[src/rtl/rng_slot_gen_if.sv]
// Handshake and data bundle between the random/slot generator and its controller.
// The controller drives requests and slot commands; the generator returns results.
interface rng_slot_gen_if #(
  parameter int LFSR_W = 16,
  parameter int SLOT_W = 15
);
  logic              seed_load;
  logic [LFSR_W-1:0] seed;
  logic              rn_req;
  logic [1:0]        rn_kind;
  logic              rn_busy;
  logic              rn_done;
  logic              rn1;
  logic [LFSR_W-1:0] rn16;
  logic [LFSR_W-1:0] handle;
  logic              slot_cmd_vld;
  logic [2:0]        slot_cmd;
  logic [3:0]        q_val;
  logic              divide_position;
  logic [3:0]        tag_state;
  logic [SLOT_W-1:0] slot_val;
  logic              slot_zero;

  modport master (
    output seed_load, seed, rn_req, rn_kind,
    output slot_cmd_vld, slot_cmd, q_val, divide_position, tag_state,
    input  rn_busy, rn_done, rn1, rn16, handle, slot_val, slot_zero
  );

  modport slave (
    input  seed_load, seed, rn_req, rn_kind,
    input  slot_cmd_vld, slot_cmd, q_val, divide_position, tag_state,
    output rn_busy, rn_done, rn1, rn16, handle, slot_val, slot_zero
  );
endinterface

[src/rtl/rng_slot_gen.sv]
// LFSR-based random number generator (rn1/rn16/handle) plus the anti-collision
// slot counter that consumes the LFSR state and the last generated rn1 bit.
module rng_slot_gen #(
  parameter int          LFSR_W        = 16,
  parameter int          SLOT_W        = 15,
  parameter logic [31:0] SEED          = 32'h0000_29A1,
  parameter logic [3:0]  TAG_ARBITRATE = 4'd1,
  parameter logic [3:0]  TAG_REPLY     = 4'd2
) (
  input logic           DOUB_BLF,
  input logic           rst,
  rng_slot_gen_if.slave bus
);

  localparam logic [LFSR_W-1:0] SEED_VAL = SEED[LFSR_W-1:0];
  localparam logic [2:0] CMD_QUERY    = 3'b000;
  localparam logic [2:0] CMD_QUERYREP = 3'b001;
  localparam logic [2:0] CMD_DIVIDE   = 3'b010;
  localparam logic [2:0] CMD_DISPERSE = 3'b011;
  localparam logic [2:0] CMD_SHRINK   = 3'b100;
  localparam logic [1:0] KIND_RN1     = 2'b00;
  localparam logic [1:0] KIND_RN16    = 2'b01;
  localparam logic [1:0] KIND_RSVD    = 2'b11;

  typedef enum logic [1:0] {
    ST_IDLE,
    ST_GEN,
    ST_DONE
  } state_t;

  state_t            state_q, state_d;
  logic [LFSR_W-1:0] lfsr_q, lfsr_d;
  logic [5:0]        cnt_q, cnt_d;
  logic [1:0]        kind_q, kind_d;
  logic              rn1_q, rn1_d;
  logic [LFSR_W-1:0] rn16_q, rn16_d;
  logic [LFSR_W-1:0] handle_q, handle_d;
  logic [SLOT_W-1:0] slot_q, slot_d;

  logic [LFSR_W-1:0] lfsr_step;
  logic [SLOT_W-1:0] q_mask;
  logic [SLOT_W-1:0] slot_rn1;
  logic              is_arb;
  logic              is_rep;

  assign lfsr_step = {lfsr_q[LFSR_W-2:0], ^lfsr_q[LFSR_W-1:LFSR_W-4]};

  // seed_load wins over everything and drops an in-flight generation silently
  always_comb begin
    state_d  = state_q;
    lfsr_d   = lfsr_q;
    cnt_d    = cnt_q;
    kind_d   = kind_q;
    rn1_d    = rn1_q;
    rn16_d   = rn16_q;
    handle_d = handle_q;
    if (bus.seed_load) begin
      lfsr_d  = (bus.seed == '0) ? SEED_VAL : bus.seed;
      state_d = ST_IDLE;
    end else begin
      case (state_q)
        ST_IDLE: begin
          if (bus.rn_req && (bus.rn_kind != KIND_RSVD)) begin
            state_d = ST_GEN;
            kind_d  = bus.rn_kind;
            cnt_d   = (bus.rn_kind == KIND_RN1) ? 6'd1 : 6'(LFSR_W);
          end
        end
        ST_GEN: begin
          lfsr_d = lfsr_step;
          cnt_d  = cnt_q - 6'd1;
          if (cnt_q == 6'd1) begin
            state_d = ST_DONE;
            case (kind_q)
              KIND_RN1:  rn1_d    = lfsr_step[LFSR_W-1];
              KIND_RN16: rn16_d   = lfsr_step;
              default:   handle_d = lfsr_step;
            endcase
          end
        end
        ST_DONE: state_d = ST_IDLE;
        default: state_d = ST_IDLE;
      endcase
    end
  end

  // Slot command decode; rn1_q here is the value registered before this edge
  always_comb begin
    slot_d   = slot_q;
    slot_rn1 = {{(SLOT_W-1){1'b0}}, rn1_q};
    is_arb   = (bus.tag_state == TAG_ARBITRATE);
    is_rep   = (bus.tag_state == TAG_REPLY);
    for (int i = 0; i < SLOT_W; i++) begin
      q_mask[i] = (i < 32'(bus.q_val));
    end
    if (bus.slot_cmd_vld) begin
      case (bus.slot_cmd)
        CMD_QUERY: slot_d = lfsr_q[SLOT_W-1:0] & q_mask;
        CMD_QUERYREP: begin
          if ((is_arb || is_rep) && (slot_q != '0)) slot_d = slot_q - SLOT_W'(1);
        end
        CMD_DIVIDE: begin
          if (is_arb) begin
            if (!bus.divide_position) begin
              if (slot_q == '0)       slot_d = slot_rn1;
              else if (slot_q != '1)  slot_d = slot_q + SLOT_W'(1);
            end else if (slot_q == SLOT_W'(1)) begin
              slot_d = slot_rn1;
            end
          end else if (is_rep && !bus.divide_position) begin
            slot_d = slot_rn1;
          end
        end
        CMD_DISPERSE: begin
          if (is_arb) begin
            if (slot_q == '0)            slot_d = slot_rn1;
            else if (!slot_q[SLOT_W-1])  slot_d = {slot_q[SLOT_W-2:0], rn1_q};
            else                         slot_d = '1;
          end else if (is_rep) begin
            slot_d = slot_rn1;
          end
        end
        CMD_SHRINK: begin
          if (is_arb)      slot_d = slot_q >> 1;
          else if (is_rep) slot_d = '0;
        end
        default: slot_d = slot_q;
      endcase
    end
  end

  always_ff @(posedge DOUB_BLF) begin
    if (rst) begin
      state_q  <= ST_IDLE;
      lfsr_q   <= SEED_VAL;
      cnt_q    <= '0;
      kind_q   <= '0;
      rn1_q    <= 1'b0;
      rn16_q   <= '0;
      handle_q <= '0;
      slot_q   <= '0;
    end else begin
      state_q  <= state_d;
      lfsr_q   <= lfsr_d;
      cnt_q    <= cnt_d;
      kind_q   <= kind_d;
      rn1_q    <= rn1_d;
      rn16_q   <= rn16_d;
      handle_q <= handle_d;
      slot_q   <= slot_d;
    end
  end

  assign bus.rn_busy   = (state_q != ST_IDLE);
  assign bus.rn_done   = (state_q == ST_DONE);
  assign bus.rn1       = rn1_q;
  assign bus.rn16      = rn16_q;
  assign bus.handle    = handle_q;
  assign bus.slot_val  = slot_q;
  assign bus.slot_zero = (slot_q == '0);

endmodule

[src/flat_wrapper.sv]
// flat-port wrapper written by rule: the top's interface ports become plain ports
module rng_slot_gen_flat 
#(
  parameter int          LFSR_W        = 16,
  parameter int          SLOT_W        = 15,
  parameter logic [31:0] SEED          = 32'h0000_29A1,
  parameter logic [3:0]  TAG_ARBITRATE = 4'd1,
  parameter logic [3:0]  TAG_REPLY     = 4'd2
)
  (DOUB_BLF, rst, bus_seed_load, bus_seed, bus_rn_req, bus_rn_kind, bus_slot_cmd_vld, bus_slot_cmd, bus_q_val, bus_divide_position, bus_tag_state, bus_rn_busy, bus_rn_done, bus_rn1, bus_rn16, bus_handle, bus_slot_val, bus_slot_zero);
  rng_slot_gen_if #(.LFSR_W(LFSR_W), .SLOT_W(SLOT_W)) bus_i ();
  input logic DOUB_BLF;
  input logic rst;
  input wire logic [$bits(bus_i.seed_load)-1:0] bus_seed_load;
  input wire logic [$bits(bus_i.seed)-1:0] bus_seed;
  input wire logic [$bits(bus_i.rn_req)-1:0] bus_rn_req;
  input wire logic [$bits(bus_i.rn_kind)-1:0] bus_rn_kind;
  input wire logic [$bits(bus_i.slot_cmd_vld)-1:0] bus_slot_cmd_vld;
  input wire logic [$bits(bus_i.slot_cmd)-1:0] bus_slot_cmd;
  input wire logic [$bits(bus_i.q_val)-1:0] bus_q_val;
  input wire logic [$bits(bus_i.divide_position)-1:0] bus_divide_position;
  input wire logic [$bits(bus_i.tag_state)-1:0] bus_tag_state;
  output wire logic [$bits(bus_i.rn_busy)-1:0] bus_rn_busy;
  output wire logic [$bits(bus_i.rn_done)-1:0] bus_rn_done;
  output wire logic [$bits(bus_i.rn1)-1:0] bus_rn1;
  output wire logic [$bits(bus_i.rn16)-1:0] bus_rn16;
  output wire logic [$bits(bus_i.handle)-1:0] bus_handle;
  output wire logic [$bits(bus_i.slot_val)-1:0] bus_slot_val;
  output wire logic [$bits(bus_i.slot_zero)-1:0] bus_slot_zero;
  assign bus_i.seed_load = bus_seed_load;
  assign bus_i.seed = bus_seed;
  assign bus_i.rn_req = bus_rn_req;
  assign bus_i.rn_kind = bus_rn_kind;
  assign bus_i.slot_cmd_vld = bus_slot_cmd_vld;
  assign bus_i.slot_cmd = bus_slot_cmd;
  assign bus_i.q_val = bus_q_val;
  assign bus_i.divide_position = bus_divide_position;
  assign bus_i.tag_state = bus_tag_state;
  assign bus_rn_busy = bus_i.rn_busy;
  assign bus_rn_done = bus_i.rn_done;
  assign bus_rn1 = bus_i.rn1;
  assign bus_rn16 = bus_i.rn16;
  assign bus_handle = bus_i.handle;
  assign bus_slot_val = bus_i.slot_val;
  assign bus_slot_zero = bus_i.slot_zero;
  rng_slot_gen #(.LFSR_W(LFSR_W), .SLOT_W(SLOT_W), .SEED(SEED), .TAG_ARBITRATE(TAG_ARBITRATE), .TAG_REPLY(TAG_REPLY)) u_core (.DOUB_BLF(DOUB_BLF), .rst(rst), .bus(bus_i));
endmodule
[config.mk]
export PLATFORM = sky130hd
export DESIGN_NAME = rng_slot_gen_flat
export DESIGN_NICKNAME = d
export VERILOG_FILES = /design/src/rtl/rng_slot_gen_if.sv /design/src/rtl/rng_slot_gen.sv /design/src/flat_wrapper.sv
export SDC_FILE = /design/constraint.sdc
export NUM_CORES = 1
export LEC_CHECK = 0
export ABC_AREA = 0
export CAP_MARGIN = 20
export CORE_ASPECT_RATIO = 1.1
export CORE_MARGIN = 4
export CORE_UTILIZATION = 48
export DETAILED_ROUTE_END_ITERATION = 12
export PLACE_DENSITY = 0.77
export SETUP_SLACK_MARGIN = 0.05
export SYNTH_ARGS = -nofsm -noshare
export SYNTH_HDL_FRONTEND = slang
export SYNTH_SLANG_ARGS = --single-unit
[constraint.sdc]
create_clock -name DOUB_BLF -period 2.75 [get_ports DOUB_BLF]
set_input_delay 0.55 -clock DOUB_BLF [delete_from_list [all_inputs] [get_ports DOUB_BLF]]
set_output_delay 0.55 -clock DOUB_BLF [all_outputs]
set_load 0.05 [all_outputs]
Yosys cells after proc, flatten, opt, wreduce, memory -nomap -nowiden
Cells that the tools add are included.
{"block": "word_totals", "memories": 0, "latchBits": 0, "regBits": 74, "mem_bits_ro": 0, "mem_bits_rw": 0, "out_inout_bits": 51}
{"block": "op_classes", "n_mux": 23, "magnitude_cmp": 15, "n_eq_ne": 21, "addsub": 3, "multipliers": 0, "n_bitwise": 3, "div": 0, "shift": 0, "reduce_logical": 26}
{"operator": "$mux W15", "n": 13}
{"operator": "$pmux W15 S5", "n": 1}
{"operator": "$mux W16", "n": 3}
{"operator": "$lt A4 B4 Y1 const A", "n": 7}
{"operator": "$logic_not A16 Y1", "n": 1}
{"operator": "$lt A3 B4 Y1 const A", "n": 4}
{"operator": "$add A15 B1 Y15 const B", "n": 1}
{"operator": "$and A15 B15 Y15", "n": 1}
{"operator": "$eq A15 B1 Y1 const B", "n": 1}
{"operator": "$logic_not A15 Y1", "n": 1}
{"operator": "$ne A15 B15 Y1 const B", "n": 1}
{"operator": "$reduce_bool A15 Y1", "n": 1}
{"operator": "$sub A15 B1 Y15 const B", "n": 1}
{"operator": "$pmux W6 S2", "n": 1}
{"operator": "$reduce_and A4 Y1", "n": 3}
{"operator": "$ne A3 B1 Y1 const B", "n": 3}
{"operator": "$lt A1 B4 Y1 const A", "n": 2}
{"operator": "$lt A2 B4 Y1 const A", "n": 2}
{"operator": "$reduce_and A8 Y1", "n": 1}
{"operator": "$eq A3 B2 Y1 const B", "n": 2}
{"operator": "$eq A6 B1 Y1 const B", "n": 1}
{"operator": "$logic_not A2 Y1", "n": 3}
{"operator": "$mux W6", "n": 1}
{"operator": "$ne A2 B1 Y1 const B", "n": 3}
{"operator": "other kinds (24)", "n": 33}

Logic depth before layout (Yosys ltp)
{"block": "logic_depth", "ltp_word": 6, "depth_mapped": 11, "mapped_depth_nobuf": 8}

Worst setup path before layout
Ideal clock, no wire load.
{"block": "synth_path", "path_type": "register to register", "startpoint": "reg u_core.slot_q[1], in the netlist u_core.bus.slot_val[1]", "endpoint": "reg u_core.slot_q[0], in the netlist u_core.bus.slot_val[0]", "t_required_ns": 2.664, "arrival_ns": 2.959, "path_stages_with_launch": 11, "setup_slack_ns": -0.295, "period_less_slack_ns": 3.045, "cell_sequence": "dfxtp_1 clkbuf_1 inv_1 ha_1 or4b_1 or4b_4 buf_6 inv_1 or3_1 a311oi_1 a211oi_1"}
{"block": "synth_between", "elab_chain_len": 5}
{"element": "start, declared", "line_no": "rng_slot_gen.sv:38", "text": "logic [SLOT_W-1:0] slot_q, slot_d;"}
{"element": "start signal, assigned", "line_no": "rng_slot_gen.sv:150", "text": "slot_q <= slot_d;"}
{"element": "$logic_not A15 Y1 *"}
{"element": "named net bus_slot_zero", "line_no": "flat_wrapper.sv:29", "text": "output wire logic [$bits(bus_i.slot_zero)-1:0] bus_slot_zero;"}
{"element": "$mux W15", "line_no": "rng_slot_gen.sv:105", "text": "if (slot_q == '0) slot_d = slot_rn1;"}
{"element": "$mux W15", "line_no": "rng_slot_gen.sv:104", "text": "if (!bus.divide_position) begin"}
{"element": "$mux W15", "line_no": "rng_slot_gen.sv:103", "text": "if (is_arb) begin"}
{"element": "$pmux W15 S5", "line_no": "rng_slot_gen.sv:97", "text": "case (bus.slot_cmd)"}
The timed path passes the listed nets; every way through them passes the cells marked *.
A chain may end at the register's enable or synchronous reset.

Worst setup path in the final report
{"block": "layout_path", "startpoint": "reg u_core.slot_q[0], in the netlist u_core.bus.slot_val[0]", "endpoint": "out bus_slot_zero"}
{"block": "layout_between", "elab_chain_len": 1}
{"element": "$logic_not A15 Y1", "line_no": "rng_slot_gen.sv:160", "text": "assign bus.slot_zero = (slot_q == '0);"}
{"element": "end, declared", "line_no": "flat_wrapper.sv:29"}
No other way between the ends.

==> metrics.md <==
| Metric | Value |
|---|---|
| Flop2flop setup slack | around 100 ps |
| Main combinational cell family by area after synthesis | simple AND/OR/NAND/NOR gates |
| Area Growth Syn to Fin | 34.3% |
| Clk_lat worst skew | 360 ps |
| Slew @ Worst Pin | 733 ps |
| Peak VDD IR | between 0.3 and 0.4 mV |
| R2r startpoint | u_core.bus.slot_val[0]$_SDFFE_PP0P_ |
| Sequential element share of the synthesized area | 33.0% |
| Clk slew on worst S/H paths | 80 ps |
| Initial antenna violation count | 0 |
| Drt pass-1 iters | 5 |
| Pwr dens | 429 nW/um2 |
| RR Endpoint | u_core.bus.slot_val[9]$_SDFFE_PP0P_ |
| Yosys top cell area share | 33.0% |
| Slew Limit Fails | 0 |
| Top Ports | 86 |
| Worst hold path class | flop to flop |
| Slowest stage cell on the critical path | or4b_4 |
| Final Skew | roughly 7.2 ps |
| Biggest area consumer among synthesized cells | dfxtp_1 |
| Worst-path fanout max | 2 |
| Core Region | 9010 um2 |
| Syn Area/Cell | 7.66 um2 |
| Main flop type after synthesis | dfxtp_1 |
| Top cells by count, synth | 103 x nor2_1, 74 x dfxtp_1, 49 x nand2_1 |
| Via count | 4970 |
| Mux share of post-synthesis cell area | a little over 8% |
| Post-synth cell types | 65 |
| WHS Endpoint | u_core.bus.handle[14]$_SDFFE_PP0P_ |
| Drt total wl | 15200 um |
| Worst-path cell chain | inv_4 -> ha_4 -> or4b_4 -> or4b_4 -> buf_6 -> clkinvlp_4 -> buf_12 |
| Failing checks | negative setup slack |
| Endpoints failing hold | 0 |
| Pleak | ~2.5 nW |
| Syn nets | 626 |
| Synth warn | 0 |
| Number of remaining DRC errors | 0 |
| Crit path top cell by count | or4b_4 |
| FP Rows | 36 |
| Pin count of the biggest net entering global routing | 35 |
| Critical Path AT | 2220 ps |
| Post-route ant nets | 0 |
| GRT overflow | 0 |
| Post-DP HPWL | 11300 um |
| Worst hold start | u_core.bus.handle[14]$_SDFFE_PP0P_ |
| Max-cap violations | 0 |
| Proportion of layout cells with a drive suffix above 1 | 15.4% |
| Design area | 6030 um2 |
| Setup CP Type | flop to output pin |
| Routed WL per cell | 18.4 um |
| Synth area leaders | dfxtp_1 33%, nor2_1 8.6%, mux2i_1 7.8%, a21oi_1 5.4%, nand2_1 4.1% |
| Minimum period implied by the final worst setup slack | between 2000 and 3000 ps |
| CTS H-tree lvls | 3 |
| Final WS setup | -16.2 ps |
| CTS Buf Count | 9 |
| Worst Setup End Kind | output pin |
| Number of synthesized register bits | 74 |
| Placer congestion estimate | 0.965 |
| Worst Hold Depth | 2 |
| Clock Sinks | 74 |
| Vias in the first global route | 4817 |
| Async set-reset flop share out of synthesis | 0% |
| Max Freq | 0.362 GHz |
| Initial Util | 49.8% |
| Adder-Cell Fraction of Synth Area | 1.39% |
| CP required | between 2000 and 2500 ps |
| Clock buffer depth | 2 |
| Root buffer cell | clkbuf_8 |
| Most frequent cell after synthesis | nor2_1 |
| Cell count after synthesis | 586 |
| Xor/xnor cell area share of the yosys netlist | 4.29% |
| PortBufs | 85 |
| DR iter-0 viols | 371 |
| Via/cell ratio | between 6 and 7 |
| CTS tree | yes |
| Die Width | 100 um |
| Cells on worst reg2reg path | 11 |
| Die height | 109 um |
| Synth Cell Area | 4490 um2 |
| Status | finished, violations left |
| Setup-failing EPs final | 1 |
| Critical path's largest stage delay | 500 ps |
| Antenna cell count | 0 |
| Post-synth EDFFs | 0 |
| Worst slew margin | 50.5% |
| First-pass GRT wire length | 24600 um |
| Post-Synth Simple-Gate Area | about 27% |
| Hold_buf cts | 0 |
| Total track usage | around 28% |
| Area after DPL | 5750 um2 |
| Post-synthesis compound-gate area fraction | 20.7% |
| Final Net Count | 744 |
| Final core utilization | between 60% and 70% |
| RSZ-0062 raised after global routing | true |
| Die area | ~11000 um2 |
| Critical Path Start Type | flop |
| Fin crit share | 101% |
==> through the flow <==
| step | worst slack (ps) | instances | hold slack (ps) | total power (W) | TNS, ps |
|---|---|---|---|---|---|
| CTS | -47.2 | 821 | 509 | 0.00258 | -47.2 |
| global placement | -109 | 800 | 481 | 0.00169 | -1060 |
| finish | -16.2 | 823 | 502 | 0.00259 | -16.2 |
| global route | -79.5 | 823 | 541 | 0.00270 | -79.5 |
| detailed placement | -178 | 800 | 489 | 0.00170 | -1880 |
| floorplan | 56.5 | 586 | 480 | 0.00149 | 0 |
==> routing by layer <==
metal | track usage [%] | routed length (um)
met1 | 34.7 | 5970
met2 | 48.2 | 7480
met4 | 12.4 | 522
met3 | 5.52 | 1200
met5 | 0 | 0
==> flip-flops by register name (all words and copies together) (netlist names) <==
register             count
u_core.lfsr_q           16
u_core.state_q           2
u_core.bus.slot_val     15
u_core.kind_q            2
u_core.cnt_q             6
u_core.bus.rn1           1
u_core.bus.handle       16
u_core.bus.rn16         16
==> cell families after synthesis <==
| family | after synthesis |
|---|---|
| AND/OR/NAND/NOR | 250 |
| multiplexers | 37 |
| flip-flops | 74 |
| XOR/XNOR | 22 |
| adder cells (fa/ha/maj) | 5 |
| AO/OA/AOI/OAI | 142 |
| buffers and inverters | 56 |
==> cell type report <==
| class | instances | area [um2] |
|---|---|---|
| fill | 796 | 2980 |
| clock buffer | 10 | 128 |
| clock inverter | 6 | 71.3 |
| tap | 114 | 143 |
| inverter | 12 | 53.8 |
| multi-input combinational | 456 | 2790 |
| timing repair buffer | 151 | 1360 |
| sequential | 74 | 1490 |
==> timing repair <==
| item | in CTS | in global routing |
|---|---|---|
| pin swaps | 2 | 2 |
| resized for setup | 5 | 3 |
| endpoints found under the setup margin | 1 | 6 |
| gates cloned | 0 | 0 |
| buffers inserted | 5 | 2 |
==> worst max-delay path by stage <==
stage               slack (ps)  cells after the start                                start                              endpoint
floorplan                   60                     10  u_core.bus.slot_val[0]$_SDFFE_PP0P_   u_core.bus.slot_val[9]$_SDFFE_PP0P_
global placement          -110                      7                     bus_tag_state[1]  u_core.bus.slot_val[12]$_SDFFE_PP0P_
detailed placement        -180                      7                     bus_tag_state[1]   u_core.bus.slot_val[2]$_SDFFE_PP0P_
CTS                        -50                      7  u_core.bus.slot_val[1]$_SDFFE_PP0P_                         bus_slot_zero
global route               -80                      7  u_core.bus.slot_val[1]$_SDFFE_PP0P_                         bus_slot_zero
finish                     -20                      7  u_core.bus.slot_val[0]$_SDFFE_PP0P_                         bus_slot_zero
==> layout by cell type (no fill, tap or decap), types with 8 or more instances in the layout <==
master	count
nor4_1	11
a21oi_1	48
o31ai_1	8
inv_1	9
o211ai_1	12
o21ai_0	18
and3_1	10
nor2_1	103
buf_4	64
nand3_1	16
o22ai_1	13
nand2_1	48
nor3_1	20
clkdlybuf4s50_1	83
clkbuf_8	9
mux2i_1	35
xnor2_1	17
dfxtp_1	72
==> worst max-delay path: cells and delay by family, from the launching register on <==
family	cells	cell delay (ps)
adder cells (fa/ha/maj)	1	130
buffers and inverters	4	390
flip-flops	1	370
AND/OR/NAND/NOR	2	960
==> report_power, final <==
part           leakage (nW)  internal (W)  total [W]  switching (W)
logic                  1.78      0.000259   0.000570       0.000311
registers             0.602       0.00110    0.00114      0.0000401
clock network        0.0939      0.000429   0.000880       0.000451
total                  2.47       0.00179    0.00259       0.000802
(Power assumes the default switching activity.)
